<file path="src/rtl/regs_wb_ctrl_pkg.sv">
// Shared register-file defines for the integer write-back path.
// Widths, register count and write-back source indices.
package regs_wb_ctrl_pkg;

  localparam int CPU_WIDTH      = 32;
  localparam int REG_ADDR_WIDTH = 5;
  localparam int REG_DATA_DEPTH = 32;

  localparam int SRC_ALU = 0;
  localparam int SRC_LSU = 1;
  localparam int SRC_MDU = 2;

endpackage

</file>
<file path="src/rtl/rr_arbiter.sv">
// Round-robin arbiter: valid in, one-hot grant out.
// The pointer holds the last grant; reset gives source 0 first priority.
module rr_arbiter
  import regs_wb_ctrl_pkg::*;
#(
  parameter int NUM_SRC = 3
) (
  input  logic               clk,
  input  logic               rst_n,
  input  logic [NUM_SRC-1:0] valid_i,
  output logic [NUM_SRC-1:0] grant_o
);

  localparam int IW = (NUM_SRC > 2) ? 2 : 1;

  logic [IW-1:0] last_q;
  logic [IW-1:0] last_d;

  always_comb begin
    int idx;
    idx     = 0;
    grant_o = '0;
    last_d  = last_q;
    for (int k = 1; k <= NUM_SRC; k++) begin
      idx = (int'(last_q) + k) % NUM_SRC;
      if ((grant_o == '0) && valid_i[idx]) begin
        grant_o[idx] = 1'b1;
        last_d       = idx[IW-1:0];
      end
    end
  end

  always_ff @(posedge clk or negedge rst_n) begin
    if (!rst_n) begin
      last_q <= IW'(NUM_SRC - 1);
    end else begin
      last_q <= last_d;
    end
  end

endmodule

</file>
<file path="src/rtl/regs_wb_ctrl.sv">
// Register-file write-back arbiter and RAW/WAW hazard scoreboard.
// Define REGS_WB_FWD_EN to forward the write-port value to issue reads.
module regs_wb_ctrl
  import regs_wb_ctrl_pkg::*;
#(
  parameter int CPU_WIDTH      = regs_wb_ctrl_pkg::CPU_WIDTH,
  parameter int REG_ADDR_WIDTH = regs_wb_ctrl_pkg::REG_ADDR_WIDTH,
  parameter int REG_DATA_DEPTH = regs_wb_ctrl_pkg::REG_DATA_DEPTH,
  parameter int NUM_SRC        = 3
) (
  input  logic                          clk,
  input  logic                          rst_n,
  input  logic                          issue_valid_i,
  input  logic                          issue_rd_wen_i,
  input  logic [REG_ADDR_WIDTH-1:0]     issue_rd_i,
  input  logic [REG_ADDR_WIDTH-1:0]     issue_rs1_i,
  input  logic [REG_ADDR_WIDTH-1:0]     issue_rs2_i,
  output logic                          issue_stall_o,
  input  logic [NUM_SRC-1:0]            src_valid_i,
  input  logic [NUM_SRC*REG_ADDR_WIDTH-1:0] src_addr_i,
  input  logic [NUM_SRC*CPU_WIDTH-1:0]  src_data_i,
  output logic [NUM_SRC-1:0]            src_ready_o,
  output logic                          reg_wr_en_o,
  output logic [REG_ADDR_WIDTH-1:0]     reg_wr_adder_o,
  output logic [CPU_WIDTH-1:0]          reg_wr_data_o,
  output logic [REG_DATA_DEPTH-1:0]     busy_o
`ifdef REGS_WB_FWD_EN
  ,
  input  logic [CPU_WIDTH-1:0]          rs1_data_i,
  input  logic [CPU_WIDTH-1:0]          rs2_data_i,
  output logic [CPU_WIDTH-1:0]          rs1_data_o,
  output logic [CPU_WIDTH-1:0]          rs2_data_o
`endif
);

  logic [NUM_SRC-1:0]        grant;
  logic                      hs;
  logic [REG_ADDR_WIDTH-1:0] hs_addr;
  logic [CPU_WIDTH-1:0]      hs_data;

  logic                      wr_en_q, wr_en_d;
  logic [REG_ADDR_WIDTH-1:0] wr_addr_q, wr_addr_d;
  logic [CPU_WIDTH-1:0]      wr_data_q, wr_data_d;
  logic [REG_DATA_DEPTH-1:0] busy_q, busy_d;

  logic h1, h2, hw, fwd1, fwd2, issue_acc;

  rr_arbiter #(
    .NUM_SRC (NUM_SRC)
  ) u_arb (
    .clk     (clk),
    .rst_n   (rst_n),
    .valid_i (src_valid_i),
    .grant_o (grant)
  );

  assign src_ready_o = grant;

  always_comb begin
    hs      = 1'b0;
    hs_addr = '0;
    hs_data = '0;
    for (int i = 0; i < NUM_SRC; i++) begin
      if (grant[i]) begin
        hs      = 1'b1;
        hs_addr = src_addr_i[i*REG_ADDR_WIDTH +: REG_ADDR_WIDTH];
        hs_data = src_data_i[i*CPU_WIDTH +: CPU_WIDTH];
      end
    end
  end

  // x0 results complete the handshake but never reach the file
  always_comb begin
    wr_en_d   = hs && (hs_addr != '0);
    wr_addr_d = hs ? hs_addr : wr_addr_q;
    wr_data_d = hs ? hs_data : wr_data_q;
  end

`ifdef REGS_WB_FWD_EN
  assign fwd1 = wr_en_q && (wr_addr_q == issue_rs1_i);
  assign fwd2 = wr_en_q && (wr_addr_q == issue_rs2_i);
  assign rs1_data_o = fwd1 ? wr_data_q : rs1_data_i;
  assign rs2_data_o = fwd2 ? wr_data_q : rs2_data_i;
`else
  assign fwd1 = 1'b0;
  assign fwd2 = 1'b0;
`endif

  assign h1 = (issue_rs1_i != '0) && busy_q[issue_rs1_i] && !fwd1;
  assign h2 = (issue_rs2_i != '0) && busy_q[issue_rs2_i] && !fwd2;
  assign hw = issue_rd_wen_i && (issue_rd_i != '0) && busy_q[issue_rd_i];

  assign issue_stall_o = issue_valid_i && (h1 || h2 || hw);
  assign issue_acc     = issue_valid_i && !issue_stall_o;

  // set is applied after clear so it wins on a shared register
  always_comb begin
    busy_d = busy_q;
    if (wr_en_q) busy_d[wr_addr_q] = 1'b0;
    if (issue_acc && issue_rd_wen_i && (issue_rd_i != '0))
      busy_d[issue_rd_i] = 1'b1;
    busy_d[0] = 1'b0;
  end

  always_ff @(posedge clk or negedge rst_n) begin
    if (!rst_n) begin
      wr_en_q   <= 1'b0;
      wr_addr_q <= '0;
      wr_data_q <= '0;
      busy_q    <= '0;
    end else begin
      wr_en_q   <= wr_en_d;
      wr_addr_q <= wr_addr_d;
      wr_data_q <= wr_data_d;
      busy_q    <= busy_d;
    end
  end

  assign reg_wr_en_o    = wr_en_q;
  assign reg_wr_adder_o = wr_addr_q;
  assign reg_wr_data_o  = wr_data_q;
  assign busy_o         = busy_q;

  a_wb_to_busy: assert property (@(posedge clk) disable iff (!rst_n)
    (hs && (hs_addr != '0)) |-> busy_q[hs_addr]);

endmodule

</file>
<file path="config.mk">
export PLATFORM = sky130hd
export DESIGN_NAME = regs_wb_ctrl
export DESIGN_NICKNAME = d
export VERILOG_FILES = /design/src/rtl/regs_wb_ctrl_pkg.sv /design/src/rtl/rr_arbiter.sv /design/src/rtl/regs_wb_ctrl.sv
export SDC_FILE = /design/constraint.sdc
export NUM_CORES = 1
export LEC_CHECK = 0
export CELL_PAD_IN_SITES_DETAIL_PLACEMENT = 0
export CELL_PAD_IN_SITES_GLOBAL_PLACEMENT = 2
export CORE_UTILIZATION = 37
export DETAILED_ROUTE_END_ITERATION = 10
export DONT_BUFFER_PORTS = 1
export PLACE_DENSITY = 0.88
export SYNTH_ARGS = -nofsm -noshare
export SYNTH_HDL_FRONTEND = slang
export SYNTH_SLANG_ARGS = --single-unit
</file>
<file path="constraint.sdc">
create_clock -name clk -period 3.58 [get_ports clk]
set_input_delay 0.358 -clock clk [delete_from_list [all_inputs] [get_ports clk]]
set_output_delay 0.358 -clock clk [all_outputs]
set_load 0.05 [all_outputs]
</file>
==> results of run 1 <==
-- per-layer routing --
metal	part of all wire	GRT usage	vias to the layer above
met3	0.096	0.0554	25
met4	0.022	0.0944	0
met5	0	0	-
met2	0.49	0.365	256
li1	-	-	1799
met1	0.39	0.288	2059
-- cell families (layout without fill, tap and decap cells) --
group / count (synthesis) / count (layout)
compound gates: 167 / 167
simple gates: 135 / 135
flops: 71 / 71
buf+inv: 58 / 40
mux: 37 / 37
fa+ha+maj: 4 / 4
other cells: 1 / 1
-- Yosys cell counts (all sizes together) (2+ instances only) --
library cell / number / share of area
nand2: 49 / 0.039
nand3b: 9 / 0.014
a221o: 38 / 0.081
o41ai: 7 / 0.023
mux4: 24 / 0.12
or3: 5 / 0.0066
o21ai: 37 / 0.039
a21o: 6 / 0.0095
nor3: 4 / 0.0053
nand2b: 6 / 0.0080
o2111ai: 2 / 0.0037
o211ai: 2 / 0.0032
nor4: 3 / 0.0040
clkbuf: 24 / 0.019
buf: 22 / 0.028
nor2: 8 / 0.0064
a21oi: 40 / 0.042
mux2: 9 / 0.021
or3b: 5 / 0.0093
ha: 4 / 0.011
dfrtp: 70 / 0.37
mux2i: 4 / 0.0085
nand3: 38 / 0.040
o31ai: 25 / 0.043
a211oi: 2 / 0.0032
inv: 12 / 0.0095
nor2b: 5 / 0.0066
-- worst paths after layout --
check | end | start | cells past startpoint | slack, ps
setup / recovery | reg_wr_en_o | u_arb.last_q[1] | 9 | 320
hold / removal | busy_o[4] | issue_rd_i[1] | 1 | 110
setup reg to reg | reg_wr_en_o | u_arb.last_q[1] | 9 | 320
hold reg to reg | busy_o[21] | busy_o[21] | 2 | 630
max in group asynchronous | u_arb.last_q[1] | rst_n | 2 | 2690
min in group asynchronous | busy_o[3] | rst_n | 2 | 550
-- power groups by stage --
stage	sequential [W]	combinational (W)	clock (W)
final	0.00299	0.00292	0.000836
after detailed placement	0.00299	0.00292	0
after floorplan	0.00279	0.00236	0
after CTS	0.00298	0.00293	0.000857
after global placement	0.00299	0.00285	0
after global routing	0.00304	0.00320	0.000895
-- per-stage QoR --
step,total power (W),util,hold slack [ps],std cells,area [um2]
2_1_floorplan,0.00515,-,62.4,473,4720
3_3_place_gp,0.00584,0.394,64.0,605,4820
3_5_place_dp,0.00591,0.394,64.1,605,4820
4_1_cts,0.00677,0.420,100,623,5130
5_1_grt,0.00713,0.420,101,623,5130
6_report,0.00674,0.420,111,623,5130
-- critical path: stages, from the launching register on --
cell and delay [ps]:
dfstp_2 550, inv_1 60, ha_1 320, a2111oi_0 620, o2111ai_1 210, a21o_1 190
buf_4 250, nor4_1 280, a221oi_1 80, or4_1 550
-- area by class of cell --
class | instances | area [um2]
Fill cell | 1201 | 7080
Multi-Input combinational cell | 344 | 2700
Sequential cell | 71 | 1780
Clock buffer | 10 | 239
Tap cell | 168 | 210
Timing Repair Buffer | 12 | 125
Inverter | 12 | 45.0
Clock inverter | 6 | 36.3
-- flip-flops by register name, summed over array words and instances, names as in the netlist --
signal,count
busy_o,31
reg_wr_adder_o,5
reg_wr_data_o,32
reg_wr_en_o,1
u_arb.last_q,2
-- repair_timing --
item,in CTS,in global routing
hold buffers,2,0
setup buffers,0,0
hold endpoints to repair,71,0
==> results by stage, run 1 <==
Detailed routing:
- In this run, the number of DRC markers left after iteration 0 of detailed routing was 415.
- The DRC violations left is 0.
- The routed layout has 4,139 vias.
- The count of nets left with antenna violations once routing finished came out at 0.
- After detailed routing, the average wire length per cell comes to 24.0 um.
- The routed design has 14,900 um of wire.
- Using the TritonRoute via totals, the vias-per-cell ratio works out to 6.64.
- Before antenna repair, the detailed router went through 7 iterations.

Die:
- After floorplanning, the core was divided into 40 placement rows.
- The die is 115 um wide.
- The die area is 0.0132 mm2.
- 207 I/O pins were placed.
- The vertical die dimension is 115 um.
- For this configuration, the core starts out at a cell density of 0.386.
- The core footprint is 0.0122 mm2.

Setup path:
- The capturing element type of the critical path is a register.
- The critical path in this run is classified as register to register.
- The worst endpoint required time is 3790 ps.
- Of all nets on the critical path, the largest fanout is 38.
- The worst setup path is launched from a register.
- Data on the critical path arrives at its endpoint at 3470 ps.

Yosys:
- Of the total synthesized cell area, the portion taken by full adders, half adders and majority gates is 0.0106.
- The cell area that synthesis handed to floorplanning was 0.00472 mm2.
- The portion of netlist area occupied by mux cells is 0.149.
- The fraction of the yosys area taken by sequential cells is 0.377.
- Of the total synthesized cell area, the portion taken by XOR and XNOR cells is 0.
- The synthesized design contains 0 enable-type register cells.
- Of the total synthesized cell area, the portion taken by AND, OR, NAND and NOR gates is 0.144.
- The number of library cell types mapped by synthesis is 49.
- The number of nets produced by synthesis is 610.
- The main combinational cell family by area after synthesis is compound AO/OA/AOI/OAI gates.
- The main flop type after synthesis is dfrtp_1.
- The number of warnings printed during yosys synthesis is 0.
- Synthesis inferred 71 register bits.
- For this run, asynchronously set or reset flops after synthesis account for 1.00.
- The area fraction in compound gates after synthesis was 0.261.
- The mean post-synth cell area is 9.98 um2.
- Synthesis handed over a netlist of 473 instances.

Flow run:
- Max-cap violations in this run came to 0.

Layout:
- Relative to the synthesized area, the layout overhead comes to 8.72%.
- 0 antenna diodes ended up in the layout.
- The library cell used most frequently in the layout, excluding fill and tap cells, is dfrtp_1.
- The share of cells above drive strength 1 is 0.160.
- In the layout the commonest cells are dfrtp_1 (70), nand2_1 (49), a21oi_1 (40).
- The count of nets after finishing is 587.

Placed design:
- The pre-CTS worst setup slack is 351 ps.
- The count of buffers added on input and output ports is 0.
- At the end of routability-driven placement, the weighted congestion stood at 0.859.
- After legalization and detailed placement, the total HPWL measured 10,600 um.

GRT:
- The first global-routing pass estimated 22,600 um of wire.
- The via count of the first global-routing pass is 3,908.
- Entering global routing, the biggest net connects 72 pins.
- The total global routing track utilization is 0.225.
- The number of antenna violations at the first check in global routing is 0.
- Summed over all layers, the global routing overflow is 0.

STA:
- Setup slack on the critical path of the routed design comes to 317 ps.
- The number of setup violations in the final report is 0.
- For the final database, setup skew stands at 6.46 ps.
- The worst path in the final design needs a cycle of 3260 ps, including I/O delays and setup.
- The maximum clock frequency is 306 MHz.
- The final hold violation count is 0.
- The final setup TNS is 0 ps.
- At the pin with the least slew margin, the transition time is 872 ps.
- Of the available clock period, the critical path in the final layout requires 0.912.
- Setup repair after global routing left no endpoint under its margin.
- The worst-case headroom to the max-slew limit is 0.419.
- The final number of max-transition violations is 0.

Power:
- The internal power of the cells totals 0.00294 W.
- The switching fraction of total power is 0.563.
- Of the total power, registers draw 0.443.
- The peak ir drop on the vdd network is 741 uV.
- The proportion of power drawn by the clock network is 0.124.
- The power share of the combinational group is 0.433.
- The power per cell area is 1310 mW/mm2.
- The power spent charging and discharging nets is 0.00380 W.
- Summed over all cells, the static leakage comes to 1.97 nW.

Clock tree:
- The insertion delay to the later sink of the worst-skew pair is 340 ps.
- The clock tree from TritonCTS is yes.
- The maximum number of buffers from clock root to sink is 2.
- The maximum level of the CTS H-tree is 3.
- The clock slew seen by the registers of the worst setup and hold paths is 60 ps.
- In this run, post-CTS repair resized a total of 0 instances.
- The number of buffers added by the clock tree synthesis step is 9.
- The clock net in this run drives a total of 71 sinks.
- The root buffer cell chosen for the clock tree is clkbuf_16.

Min path:
- The worst hold path belongs to the class input pin to register.

Outcome:
- The run finished with clean final reports.
No activity file was read; power rests on OpenSTA's default activity.
==> run 2: changes to the inputs <==
- BUFFER_PORTS_ARGS: not set -> -buffer_cell sky130_fd_sc_hd__buf_2
- CORE_UTILIZATION: 37 -> 28
- DONT_BUFFER_PORTS: 1 -> not set
- PLACE_DENSITY: 0.88 -> 0.89
- SETUP_SLACK_MARGIN: not set -> 0.1
==> run 2 against run 1 <==
Net effect: global-route usage down 3.5 points; die area up 32%; worst setup slack worse by 31 ps.
==> results by stage, run 2 (synthesis gave the netlist of run 1 again) <==
Outcome:
- Status: complete, no violations (unchanged).

GRT:
- The via count of the first global-routing pass was 4,760 (was 3,908).
- The number of antenna violations at the first check in global routing is 0 (unchanged).
- The largest net degree at the start of global routing is 72 (unchanged).
- The global-route wire length before repair is 26,100 um (was 22,600 um).
- The sum of overflow across all layers after global routing came to 0 (unchanged).
- The total global routing track utilization was 0.190 (was 0.225).

Layout:
- The final standard cell area without fillers is 0.00619 mm2 (was 0.00513 mm2).
- The commonest non-fill, non-tap cell in the layout is buf_2 (was dfrtp_1).
- The share of cells above drive strength 1 came to 0.420 (was 0.160).
- The number of flip-flops under the largest register name was 32 (unchanged).
- The area added between synthesis and finish is 31.1% (was 8.72%).
- Most frequent cells in the layout: buf_2 (204), dfrtp_1 (70), nand2_1 (49) (was dfrtp_1 (70), nand2_1 (49), a21oi_1 (40)).
- The count of nets after finishing came to 789 (was 587).
- The number of diodes was 0 (unchanged).

Clock tree:
- The maximum number of buffers from clock root to sink was 2 (unchanged).
- The clock tree from TritonCTS is yes (unchanged).
- The clock slew seen by the registers of the worst setup and hold paths is 60 ps (about the same).
- The cts-stage hold buffer count is 0 (was 2).
- The insertion delay to the later sink of the worst-skew pair is 340 ps (about the same).
- The maximum level of the CTS H-tree is 3 (unchanged).
- The number of setup buffers added after CTS is 0 (unchanged).
- The number of buffers added by the clock tree synthesis step is 9 (unchanged).
- The buffer type at the clock tree root is clkbuf_16 (unchanged).
- The clock net sink count is 71 (unchanged).

STA:
- The worst-case headroom to the max-slew limit was 0.373 (was 0.419).
- Unrepaired setup endpoints after global routing: yes (was no).
- The slew at the pin closest to its max-slew limit is 940 ps (was 872 ps).
- The final setup TNS is 0 ps (unchanged).
- The final hold violation count is 0 (unchanged).
- The final clock skew came to 7.71 ps (was 6.46 ps).
- The final number of max-transition violations is 0 (unchanged).
- The number of setup violations in the final report is 0 (unchanged).
- The clock period minus final worst setup slack is 3290 ps (was 3260 ps).
- The maximum clock frequency is 304 MHz (was 306 MHz).
- The share of the clock period used by the worst path is 0.920 (was 0.912).

Power:
- The sequential fraction of design power is 0.231 (was 0.443).
- The proportion of power drawn by the clock network was 0.118 (was 0.124).
- The power spent charging and discharging nets came to 0.00396 W (was 0.00380 W).
- The leakage power is 2.78 nW (was 1.97 nW).
- The internal power is 0.00327 W (was 0.00294 W).
- The switching fraction of total power is 0.548 (was 0.563).
- The power share of the combinational group came to 0.651 (was 0.433).
- The power per cell area is 1170 mW/mm2 (was 1310 mW/mm2).
- The peak ir drop on the vdd network came to 636 uV (was 741 uV).

Setup path:
- The largest fanout on the critical path is 36 (was 38).
- The element type at the critical path start is a register (unchanged).
- The classification of the worst setup path was register to output pin (was register to register).
- The arrival time of the worst setup path is 2940 ps (was 3470 ps).
- The capturing element type of the critical path is an output pin (was register).
- The worst endpoint required time is 3220 ps (was 3790 ps).

Detailed routing:
- The initial DRC count is 375 (was 415).
- The via-per-instance ratio is 5.53 (was 6.64).
- The average routed wire per standard cell was 18.7 um (was 24.0 um).
- The via count of the routed design is 4,851 (was 4,139).
- The number of detailed-routing iterations run before antenna repair came to 5 (was 7).
- The total wire length is 16,400 um (was 14,900 um).
- The DRC violations left was 0 (unchanged).
- The antenna violation net count after detailed routing is 0 (unchanged).

Die:
- The count of boundary I/O pins is 207 (unchanged).
- The core footprint came to 0.0165 mm2 (was 0.0122 mm2).
- The initial cell density of the core is 0.286 (was 0.386).
- The width of the die came to 132 um (was 115 um).
- The die area was 0.0174 mm2 (was 0.0132 mm2).
- The number of core rows was 47 (was 40).
- The vertical die dimension came to 132 um (was 115 um).

Placed design:
- The detailed-placement wirelength estimate came to 12,100 um (was 10,600 um).
- The final estimated routing congestion in global placement is 0.956 (was 0.859).
- The count of buffers inserted at the top-level ports is 205 (was 0).
- The cell area after placement was 0.00589 mm2 (was 0.00482 mm2).

Min path:
- The path class of the lowest-slack min-delay path is input pin to async pin (was input pin to register).

Flow run:
- The count of maximum capacitance violations was 0 (unchanged).
run 2: changes by cell type in the layout (fill, tap and decap cells not counted), moves of 2 or more:
cell,previous run,this run
clkinvlp_4,1,3
clkinv_2,4,1
buf_2,0,204
buf_6,0,2
run 2: metrics by stage:
step	worst slack (ps)	hold slack [ps]	cells	util	power, W
floorplan	386	62.4	473	-	0.00515
global placement	346	492	861	0.356	0.00630
detailed placement	385	492	861	0.356	0.00638
CTS	152	199	877	0.374	0.00724
global route	84.5	234	877	0.374	0.00770
finish	286	142	877	0.374	0.00723
run 2: final cells by class:
type,instances,area [um2]
Fill cell,1672,10300
Multi-Input combinational cell,344,2700
Sequential cell,71,1780
Timing Repair Buffer,214,1100
Tap cell,220,275
Clock buffer,10,239
Clock inverter,6,45.0
Inverter,12,45.0
run 2: per-layer routing:
layer / GRT usage / part of all wire / vias up / wire length [um]
li1: - / - / 2196 / -
met1: 0.251 / 0.43 / 2396 / 7090
met3: 0.0569 / 0.085 / 14 / 1390
met5: 0 / 0 / - / 0
met4: 0.0581 / 0.012 / 0 / 197
met2: 0.298 / 0.47 / 245 / 7690
run 2: path summary, 6_finish.rpt:
check	from	endpoint	slack [ps]	cells past startpoint
min reg2reg	reg_wr_data_o[20]	reg_wr_data_o[20]	510	1
min	rst_n	busy_o[7]	140	1
min in group clk	src_data_i[78]	reg_wr_data_o[14]	250	2
max	u_arb.last_q[1]	src_ready_o[0]	290	7
max reg2reg	u_arb.last_q[1]	reg_wr_data_o[15]	410	9
max in group asynchronous	rst_n	reg_wr_data_o[1]	2800	1
run 2: power groups by stage:
stage / logic, W / clock network [W] / registers [W]
2_1_floorplan: 0.00236 / 0 / 0.00279
3_3_place_gp: 0.00464 / 0 / 0.00166
3_5_place_dp: 0.00472 / 0 / 0.00166
4_1_cts: 0.00470 / 0.000872 / 0.00166
5_1_grt: 0.00506 / 0.000913 / 0.00173
6_report: 0.00471 / 0.000853 / 0.00167
run 2: timing repair:
item,4_1_cts,5_1_grt
gates cloned,0,0
setup endpoints to repair,1,3
resized for setup,1,3
endpoints found under the hold margin,0,0
run 2: critical path, cell delays in order, from the launching register on:
cell and delay (ps):
dfstp_2 560, ha_1 300, nor2b_1 190, nor4_1 340
o221a_2 250, a221o_1 200, buf_4 390, buf_2 340
